--- config.mk ---
export PLATFORM = sky130hd
export DESIGN_NAME = ip_hdr_check_flat
export DESIGN_NICKNAME = d
export VERILOG_FILES = /design/src/rtl/ip_hdr_check_if.sv /design/src/rtl/ip_hdr_check.sv /design/src/flat_wrapper.sv
export SDC_FILE = /design/constraint.sdc
export NUM_CORES = 1
export LEC_CHECK = 0
export ABC_AREA = 0
export BUFFER_PORTS_ARGS = -buffer_cell sky130_fd_sc_hd__buf_4
export CORE_MARGIN = 4
export CORE_UTILIZATION = 34
export DETAILED_ROUTE_END_ITERATION = 10
export PLACE_DENSITY = 0.54
export SYNTH_ARGS = -nofsm -noshare
export SYNTH_HDL_FRONTEND = slang
export SYNTH_SLANG_ARGS = --single-unit
--- constraint.sdc ---
create_clock -name clk -period 4.2 [get_ports clk]
set_input_delay 0.21 -clock clk [delete_from_list [all_inputs] [get_ports clk]]
set_output_delay 0.21 -clock clk [all_outputs]
set_load 0.01 [all_outputs]
--- src/rtl/ip_hdr_check_if.sv ---
// Header byte stream from the MAC RX parser plus the verdict and extracted fields returned to the UDP RX path.
interface ip_hdr_check_if;
  logic        ip_sof;
  logic        ip_byte_en;
  logic [7:0]  ip_byte;
  logic        hdr_done;
  logic        chk_ok;
  logic        hdr_err;
  logic [3:0]  ip_hdr_len;
  logic [15:0] ip_total_len;
  logic [7:0]  ip_protocol;
  logic [31:0] src_ip;
  logic [31:0] dst_ip;

  modport master (
    output ip_sof, ip_byte_en, ip_byte,
    input  hdr_done, chk_ok, hdr_err, ip_hdr_len, ip_total_len, ip_protocol, src_ip, dst_ip
  );

  modport slave (
    input  ip_sof, ip_byte_en, ip_byte,
    output hdr_done, chk_ok, hdr_err, ip_hdr_len, ip_total_len, ip_protocol, src_ip, dst_ip
  );
endinterface

--- src/rtl/ip_hdr_check.sv ---
// IPv4 header verifier: one's-complement checksum plus version/IHL check, hdr_done one cycle after the last byte.
// No backpressure: every enabled byte is consumed, gaps of any length are tolerated.
module ip_hdr_check (
  input  logic         clk,
  input  logic         rst_n,
  ip_hdr_check_if.slave hif
);

  typedef enum logic [1:0] {IDLE, HDR, DROP} state_t;

  state_t      state, state_nxt;
  logic [5:0]  idx;        // index of the next byte expected
  logic [5:0]  last_idx;
  logic [7:0]  hi_byte;
  logic [15:0] acc;
  logic [16:0] acc17;
  logic [15:0] acc_fold;
  logic        start, ver_ok, take, last;
  logic        done_nxt, ok_nxt, err_nxt;

  logic        hdr_done_q, chk_ok_q, hdr_err_q;
  logic [3:0]  hdr_len_q;
  logic [15:0] total_len_q;
  logic [7:0]  protocol_q;
  logic [31:0] src_ip_q, dst_ip_q;

  assign start    = hif.ip_byte_en & hif.ip_sof;
  assign ver_ok   = (hif.ip_byte[7:4] == 4'd4) && (hif.ip_byte[3:0] >= 4'd5);
  assign take     = hif.ip_byte_en & ~hif.ip_sof & (state == HDR);
  assign last_idx = {hdr_len_q, 2'b00} - 6'd1;
  assign last     = take && (idx == last_idx);
  assign acc17    = {1'b0, acc} + {1'b0, hi_byte, hif.ip_byte};
  assign acc_fold = acc17[15:0] + {15'd0, acc17[16]};

  always_ff @(posedge clk or negedge rst_n) begin
    if (!rst_n) state <= IDLE;
    else        state <= state_nxt;
  end

  // A sof byte restarts parsing from any state, which also covers abort-in-HDR.
  always_comb begin
    state_nxt = state;
    done_nxt  = 1'b0;
    ok_nxt    = 1'b0;
    err_nxt   = 1'b0;
    case (state)
      IDLE, DROP: begin
        if (start) begin
          state_nxt = ver_ok ? HDR : DROP;
          done_nxt  = ~ver_ok;
          err_nxt   = ~ver_ok;
        end
      end
      HDR: begin
        if (start) begin
          state_nxt = ver_ok ? HDR : DROP;
          done_nxt  = ~ver_ok;
          err_nxt   = ~ver_ok;
        end else if (last) begin
          state_nxt = IDLE;
          done_nxt  = 1'b1;
          ok_nxt    = (acc_fold == 16'hFFFF);
        end
      end
      default: state_nxt = IDLE;
    endcase
  end

  always_ff @(posedge clk or negedge rst_n) begin
    if (!rst_n) begin
      idx         <= 6'd0;
      hi_byte     <= 8'd0;
      acc         <= 16'd0;
      hdr_done_q  <= 1'b0;
      chk_ok_q    <= 1'b0;
      hdr_err_q   <= 1'b0;
      hdr_len_q   <= 4'd0;
      total_len_q <= 16'd0;
      protocol_q  <= 8'd0;
      src_ip_q    <= 32'd0;
      dst_ip_q    <= 32'd0;
    end else begin
      hdr_done_q <= done_nxt;
      if (done_nxt) begin
        chk_ok_q  <= ok_nxt;
        hdr_err_q <= err_nxt;
      end
      if (start) begin
        idx       <= 6'd1;
        hi_byte   <= hif.ip_byte;
        acc       <= 16'd0;
        hdr_len_q <= hif.ip_byte[3:0];
      end else if (take) begin
        idx <= idx + 6'd1;
        if (!idx[0]) hi_byte <= hif.ip_byte;
        else         acc     <= acc_fold;
        case (idx)
          6'd2:    total_len_q[15:8] <= hif.ip_byte;
          6'd3:    total_len_q[7:0]  <= hif.ip_byte;
          6'd9:    protocol_q        <= hif.ip_byte;
          6'd12:   src_ip_q[31:24]   <= hif.ip_byte;
          6'd13:   src_ip_q[23:16]   <= hif.ip_byte;
          6'd14:   src_ip_q[15:8]    <= hif.ip_byte;
          6'd15:   src_ip_q[7:0]     <= hif.ip_byte;
          6'd16:   dst_ip_q[31:24]   <= hif.ip_byte;
          6'd17:   dst_ip_q[23:16]   <= hif.ip_byte;
          6'd18:   dst_ip_q[15:8]    <= hif.ip_byte;
          6'd19:   dst_ip_q[7:0]     <= hif.ip_byte;
          default: ;
        endcase
      end
    end
  end

  assign hif.hdr_done     = hdr_done_q;
  assign hif.chk_ok       = chk_ok_q;
  assign hif.hdr_err      = hdr_err_q;
  assign hif.ip_hdr_len   = hdr_len_q;
  assign hif.ip_total_len = total_len_q;
  assign hif.ip_protocol  = protocol_q;
  assign hif.src_ip       = src_ip_q;
  assign hif.dst_ip       = dst_ip_q;

endmodule

--- src/flat_wrapper.sv ---
// flat-port wrapper written by rule: the top's interface ports become plain ports
module ip_hdr_check_flat 
  (clk, rst_n, hif_ip_sof, hif_ip_byte_en, hif_ip_byte, hif_hdr_done, hif_chk_ok, hif_hdr_err, hif_ip_hdr_len, hif_ip_total_len, hif_ip_protocol, hif_src_ip, hif_dst_ip);
  ip_hdr_check_if hif_i ();
  input  logic clk;
  input  logic rst_n;
  input wire logic [$bits(hif_i.ip_sof)-1:0] hif_ip_sof;
  input wire logic [$bits(hif_i.ip_byte_en)-1:0] hif_ip_byte_en;
  input wire logic [$bits(hif_i.ip_byte)-1:0] hif_ip_byte;
  output wire logic [$bits(hif_i.hdr_done)-1:0] hif_hdr_done;
  output wire logic [$bits(hif_i.chk_ok)-1:0] hif_chk_ok;
  output wire logic [$bits(hif_i.hdr_err)-1:0] hif_hdr_err;
  output wire logic [$bits(hif_i.ip_hdr_len)-1:0] hif_ip_hdr_len;
  output wire logic [$bits(hif_i.ip_total_len)-1:0] hif_ip_total_len;
  output wire logic [$bits(hif_i.ip_protocol)-1:0] hif_ip_protocol;
  output wire logic [$bits(hif_i.src_ip)-1:0] hif_src_ip;
  output wire logic [$bits(hif_i.dst_ip)-1:0] hif_dst_ip;
  assign hif_i.ip_sof = hif_ip_sof;
  assign hif_i.ip_byte_en = hif_ip_byte_en;
  assign hif_i.ip_byte = hif_ip_byte;
  assign hif_hdr_done = hif_i.hdr_done;
  assign hif_chk_ok = hif_i.chk_ok;
  assign hif_hdr_err = hif_i.hdr_err;
  assign hif_ip_hdr_len = hif_i.ip_hdr_len;
  assign hif_ip_total_len = hif_i.ip_total_len;
  assign hif_ip_protocol = hif_i.ip_protocol;
  assign hif_src_ip = hif_i.src_ip;
  assign hif_dst_ip = hif_i.dst_ip;
  ip_hdr_check u_core (.clk(clk), .rst_n(rst_n), .hif(hif_i));
endmodule
==> flow_summary_export.csv, run 1 <==
group,metric,value,unit
synth,synth.mux.area_fraction,15.9,%
critical_path,worstPathMaxFanout,3,
synth,synth.avg_cell_area,11.4,um2
critical_path,end_kind,"flip-flop",
synth,synthSimpleGateAreaFrac,12.4,%
global_routing,grt_overflow,0,
power_and_ir_drop,power_density,425,nW/um2
timing,rsz0062_at_grt,"yes",
synth,synth_top_family_by_area,"multiplexers",
final_layout,finalInstanceArea,8150,um2
synth,synth_compound_area_share,9.72,%
timing,setup_tns,0,ns
clock_tree,ctsLongestPathBuffers,2,
synth,yosys.area.top_type,"dfrtp_1",
synth,synth_nets,586,
timing,hold_viol_final,0,
clock_tree,cts_made_buffers,17,
final_layout,fin_nets,718,
global_routing,grt_use_total,17.7,%
place,place_area,7410,um2
synth,synth-main-ff-cell,"dfrtp_1",
critical_path,path_delay_family,"compound AO/OA/AOI/OAI gates",
clock_tree,ctsHtreeMaxLevel,4,
final_layout,area_delta_synth_final,30.0,%
clock_tree,clk_latency,0.42,ns
critical_path,arrival,4.36,ns
synth,async_flop_share,100,%
timing,hold_slack,0.0583,ns
synth,synthAdderAreaFrac,4.91,%
synth,synth_seq_cells,127,
critical_path,cp_slowest_cell,"fa_2",
flow_run,drv_cap,0,
detailed_routing,drc_errors,0,
detailed_routing,viasPerCell,5.16,
place,routabilityCongestion,0.863,
detailed_routing,vias,4771,
critical_path,crit_type,"reg2reg",
final_layout,layout-drive-gt1-share,39.1,%
clock_tree,clock-sinks,127,
floorplan,start_util,34.8,%
synth,synth.most_common_cell,"dfrtp_1",
timing,setup_violations,0,
floorplan,coreArea,18000,um2
final_layout,utilization,45.2,%
floorplan,die_area,20700,um2
floorplan,row_count,49,
place,portBuffers,106,
clock_tree,cts_tree,"done",
place,dp_hpwl,12.3,mm
power_and_ir_drop,power.leakage,4.08,nW
detailed_routing,drt_iter0_drc,249,
critical_path,cp_num_buf_inv,1,
run_status,status,"finished clean",
global_routing,grt_pass1_vias,4965,
critical_path,path_cells,"ha_2 -> inv_2 -> fa_2 -> nand2b_4 -> a211oi_4 -> o211a_1 -> o31ai_4 -> a211o_1 -> nor2_1 -> o21ai_1 -> nand2b_1 -> ha_2 -> nor2b_4 -> nand2_2 -> nor3_4 -> xor2_1 -> nand4_1 -> nor4_2 -> o2111ai_1 -> o32ai_1",
clock_tree,clk_pin_slew,0.06,ns
timing,maxSlewHeadroom,44.5,%
synth,synth_edf_count,0,
synth,synth_xor_area_share,4.05,%
timing,fin_worst_skew,0.00889,ns
synth,synth_area_leaders,"dfrtp_1 51%, mux2_2 16%, ha_1 4.6%",
detailed_routing,drtPass1Iterations,4,
power_and_ir_drop,peakVddDrop,0.000310,V
final_layout,n_antenna_cell,0,
critical_path,max_stage_delay,0.36,ns
synth,yosysTopAreaCellShare,50.7,%
synth,yosysUniqueCellTypes,53,
timing,finalCriticalPeriod,4.04,ns
timing,fmax,248,MHz
synth,syn_inst,550,
floorplan,die_h,144,um
global_routing,grt_pass1_wl,27.8,mm
floorplan,die_w,144,um
synth,ys_seq_area_share,50.7,%
critical_path,crit_top_cell,"ha_2",
critical_path,critPathLaunchType,"flip-flop",
global_routing,antenna_found_initial,0,
synth,synthTopCellsByCount,"127 x dfrtp_1, 87 x mux2_2, 39 x nand2_1, 39 x o21ai_0, 27 x nor2_1",
floorplan,pin_count,107,
detailed_routing,drt_wl_total,17.6,mm
hold_path,min_path_type,"in2reg",
global_routing,grt_max_degree,57,
detailed_routing,ant_nets,0,
timing,worst_pin_slew,0.827,ns
timing,period_share,96.2,%
synth,synth_warnings,0,
critical_path,required,4.52,ns
synth,synthesis.area,6270,um2
detailed_routing,wl_per_cell,19.1,um
timing,slew_viol_final,0,
clock_tree,cts_root_buf,"clkbuf_16",
==> per-layer routing <==
layer	up-vias	track usage [%]	part of all wire, %
met4	0	5.65	1.8
li1	2252	-	-
met5	-	0	0
met1	2374	22.7	44
met2	125	28.0	47
met3	20	6.46	7.1
==> where the power goes <==
part	leakage, nW	switching, mW	internal [mW]
Clock	0.282	0.588	0.881
Combinational	2.07	0.365	0.281
Sequential	1.73	0.0543	1.30
==> repair_timing <==
| action | in CTS | in global routing |
|---|---|---|
| gates cloned | 0 | 0 |
| hold endpoints to repair | 54 | 0 |
| hold buffers | 1 | 0 |
| pin swaps | 0 | 13 |
| resized for setup | 1 | 20 |
| endpoints found under the setup margin | 3 | 5 |
| buffers inserted | 0 | 8 |
==> cell type report <==
cell class | count | area [um2]
fillers | 1690 | 9870
flip-flops and latches | 127 | 3180
multi-input cells | 388 | 3030
repair buffers | 136 | 1020
clock buffers | 17 | 425
well taps | 229 | 287
clock inverters | 15 | 161
inverters | 12 | 45.0
==> final timing paths <==
path                       cells after the start  slack, ns                    end                  from
max                                           20       0.16      u_core.hif.chk_ok         u_core.acc[0]
min                                            2       0.06          u_core.acc[1]            hif_ip_sof
max reg2reg                                   20       0.16      u_core.hif.chk_ok         u_core.acc[0]
min reg2reg                                    2       0.49   u_core.hif.dst_ip[9]  u_core.hif.dst_ip[9]
max in group asynchronous                      3       2.84  u_core.hif.dst_ip[26]                 rst_n
min in group asynchronous                      2       0.40          u_core.acc[2]                 rst_n
==> cell usage in the layout, fill, tap and decap left out, types with 4 or more instances in the layout <==
cell | Yosys | layout
clkbuf_16 | 0 | 17
nand4_1 | 9 | 9
nand2b_1 | 5 | 4
a211oi_1 | 5 | 4
nor2_1 | 27 | 27
and4_1 | 5 | 4
nor2b_1 | 6 | 5
o21ai_0 | 39 | 38
xnor2_1 | 16 | 16
or3_1 | 4 | 4
a21oi_1 | 16 | 16
and3_1 | 4 | 4
a21o_1 | 8 | 8
xor2_1 | 13 | 13
a211o_1 | 4 | 4
dfrtp_1 | 127 | 127
nor3_1 | 8 | 7
ha_2 | 0 | 4
nand3_1 | 26 | 26
inv_1 | 12 | 11
nand2_1 | 39 | 38
mux2_2 | 87 | 87
buf_4 | 1 | 135
ha_1 | 23 | 18
and2_1 | 6 | 6
==> stage by stage <==
step	worst slack (ns)	std cells	power (mW)
CTS	0.0321	916	3.48
global route	-0.128	924	3.63
finish	0.160	924	3.47
floorplan	0.268	550	1.76
detailed placement	-0.0319	883	1.99
global placement	0.0553	883	1.98
==> worst register-to-register path, stage by stage, from the launching register on <==
cell and delay, ns:
dfrtp_1 0.35, ha_2 0.19, inv_2 0.04, fa_2 0.36
nand2b_4 0.16, a211oi_4 0.27, o211a_1 0.23, o31ai_4 0.08
a211o_1 0.34, nor2_1 0.11, o21ai_1 0.07, nand2b_1 0.11
ha_2 0.19, nor2b_4 0.16, nand2_2 0.09, nor3_4 0.16
xor2_1 0.22, nand4_1 0.14, nor4_2 0.25, o2111ai_1 0.16
o32ai_1 0.28
==> state kept, by name, indices dropped and copies added (netlist names) <==
signal,count
u_core.hif.ip_total_len,16
u_core.hif.hdr_done,1
u_core.state,2
u_core.hi_byte,8
u_core.hif.ip_hdr_len,4
u_core.hif.src_ip,32
u_core.hif.dst_ip,32
u_core.idx,6
u_core.hif.hdr_err,1
u_core.acc,16
u_core.hif.chk_ok,1
u_core.hif.ip_protocol,8
==> kinds of logic after synthesis <==
logic type	after synthesis
and+or+nand+nor	150
DFF	127
AOI/OAI and AO/OA	96
muxes	89
buffers and inverters	35
xor gates and xnor gates	29
adders and majority gates	24
(Power assumes the default switching activity.)
==> inputs of run 2 (changes only) <==
==> constraint.sdc (replaced) <==
create_clock -name clk -period 4.2 [get_ports clk]
set_input_delay 0.42 -clock clk [delete_from_list [all_inputs] [get_ports clk]]
set_output_delay 0.42 -clock clk [all_outputs]
set_load 0.01 [all_outputs]
==> flow_summary_export.csv, run 2 (same netlist as run 1, synthesis figures left out) <==
group,metric,value,unit
run_status,status,"finished clean",
power_and_ir_drop,power,3.48,mW
final_layout,layout_common_cells,"139 x buf_4, 127 x dfrtp_1, 87 x mux2_2, 38 x nand2_1, 37 x o21ai_0",
place,dp.cells,891,
power_and_ir_drop,switching_share,28.7,%
clock_tree,cts_made_buffers,17,
clock_tree,clk_latency,0.42,ns
final_layout,n_antenna_cell,0,
detailed_routing,wl_per_cell,19.0,um
detailed_routing,drt_iter0_drc,239,
flow_run,drv_cap,0,
detailed_routing,drt_wl_total,17.6,mm
timing,period_share,97.3,%
timing,setup_violations,0,
global_routing,grt_use_total,17.5,%
critical_path,end_kind,"flip-flop",
timing,finalCriticalPeriod,4.09,ns
global_routing,grt_max_degree,50,
global_routing,grt_pass1_wl,27.5,mm
place,portBuffers,106,
power_and_ir_drop,clkPwrFrac,42.4,%
global_routing,grt_pass1_vias,4886,
timing,fin_worst_skew,0.00930,ns
detailed_routing,vias,4825,
final_layout,area_delta_synth_final,30.3,%
detailed_routing,drc_errors,0,
critical_path,cp_num_buf_inv,1,
timing,maxSlewHeadroom,29.0,%
clock_tree,cts_root_buf,"clkbuf_16",
critical_path,path_delay_family,"simple AND/OR/NAND/NOR gates",
critical_path,max_stage_delay,0.36,ns
place,dp_hpwl,12.4,mm
clock_tree,clk_pin_slew,0.06,ns
critical_path,arrival,4.41,ns
timing,rsz0062_at_grt,"yes",
critical_path,required,4.52,ns
floorplan,start_util,34.8,%
global_routing,grt_overflow,0,
floorplan,die_area,20700,um2
power_and_ir_drop,p_seq_share,38.9,%
floorplan,die_w,144,um
timing,fmax,245,MHz
floorplan,row_count,49,
critical_path,critPathLaunchType,"flip-flop",
place,routabilityCongestion,0.845,
timing,setup_tns,0,ns
critical_path,cp_slowest_cell,"fa_2",
final_layout,stdcell_count,927,
floorplan,pin_count,107,
power_and_ir_drop,comb_power_share,18.7,%
final_layout,fin_nets,721,
clock_tree,cts_tree,"done",
detailed_routing,viasPerCell,5.20,
critical_path,crit_type,"reg2reg",
floorplan,die_h,144,um
global_routing,antenna_found_initial,0,
floorplan,coreArea,18000,um2
timing,worst_pin_slew,1.06,ns
hold_path,min_path_type,"in2async",
critical_path,path_cells,"ha_2 -> inv_1 -> fa_2 -> nand2b_4 -> a211oi_4 -> o211a_1 -> o31ai_2 -> a211o_1 -> nor2_1 -> o21ai_1 -> nand2b_1 -> ha_2 -> nor2b_4 -> nand2_2 -> and4b_1 -> and4_4 -> and4_4 -> o2111ai_2 -> o32ai_2",
power_and_ir_drop,peakVddDrop,0.000296,V
final_layout,layout-drive-gt1-share,39.4,%
clock_tree,ctsHtreeMaxLevel,4,
clock_tree,ctsLongestPathBuffers,2,
power_and_ir_drop,power.switching,0.997,mW
timing,slew_viol_final,0,
timing,hold_slack,0.0211,ns
clock_tree,clock-sinks,127,
power_and_ir_drop,p_int,2.48,mW
power_and_ir_drop,power.leakage,4.11,nW
timing,hold_viol_final,0,
detailed_routing,ant_nets,0,
power_and_ir_drop,power_density,426,nW/um2
detailed_routing,drtPass1Iterations,5,
final_layout,final_common_cell,"buf_4",
critical_path,worstPathMaxFanout,5,
-- run 2: cell count changes in the layout (fill, tap and decap cells not counted), moves of 2 or more --
cell	change
ha_2	-2
clkinv_2	-2
buf_4	+4
ha_1	+3
inv_6	+2
-- run 2: repair_timing --
action                                  CTS  global route
endpoints found under the setup margin    4             8
setup buffers                             0             4
pin swaps                                 0            12
gates resized for setup                   1            18
hold buffers                              0             0
-- run 2: worst paths after layout --
kind / start / to / slack [ns] / cells after the start
max reg2reg: u_core.acc[0] / u_core.hif.chk_ok / 0.11 / 19
min: rst_n / u_core.acc[3] / 0.02 / 1
max in group asynchronous: rst_n / u_core.acc[12] / 3.19 / 2
min in group clk: hif_ip_sof / u_core.acc[1] / 0.26 / 2
min reg2reg: u_core.hif.src_ip[25] / u_core.hif.src_ip[25] / 0.49 / 2
max: u_core.acc[0] / u_core.hif.chk_ok / 0.11 / 19
-- run 2: layer usage --
metal  vias to the layer above  wire [um]  track usage [%]
met2                       139       8140             26.9
li1                       2253          -                -
met5                         -          0                0
met1                      2412       7820             23.3
met3                        21       1360             6.89
met4                         0        320             4.51
-- run 2: area by class of cell --
type / instances / area, um2
Timing Repair Buffer: 139 / 1040
Clock buffer: 19 / 443
Fill cell: 1716 / 9860
Tap cell: 229 / 287
Multi-Input combinational cell: 388 / 3020
Sequential cell: 127 / 3180
Inverter: 12 / 45.0
Clock inverter: 13 / 150
-- run 2: metrics by stage --
stage               instance area [um2]  util [%]  setup slack (ns)
floorplan                          6270         -            0.0961
global placement                   7470      41.4            -0.196
detailed placement                 7470      41.4            -0.260
CTS                                8070      44.8            0.0120
global route                       8170      45.3            -0.137
finish                             8170      45.3             0.112
-- run 2: power by group through the flow --
stage | Clock [mW] | Sequential [mW] | Combinational (mW)
5_1_grt | 1.56 | 1.36 | 0.718
6_report | 1.47 | 1.35 | 0.649
4_1_cts | 1.51 | 1.35 | 0.633
2_1_floorplan | 0 | 1.38 | 0.383
3_5_place_dp | 0 | 1.37 | 0.628
3_3_place_gp | 0 | 1.37 | 0.620
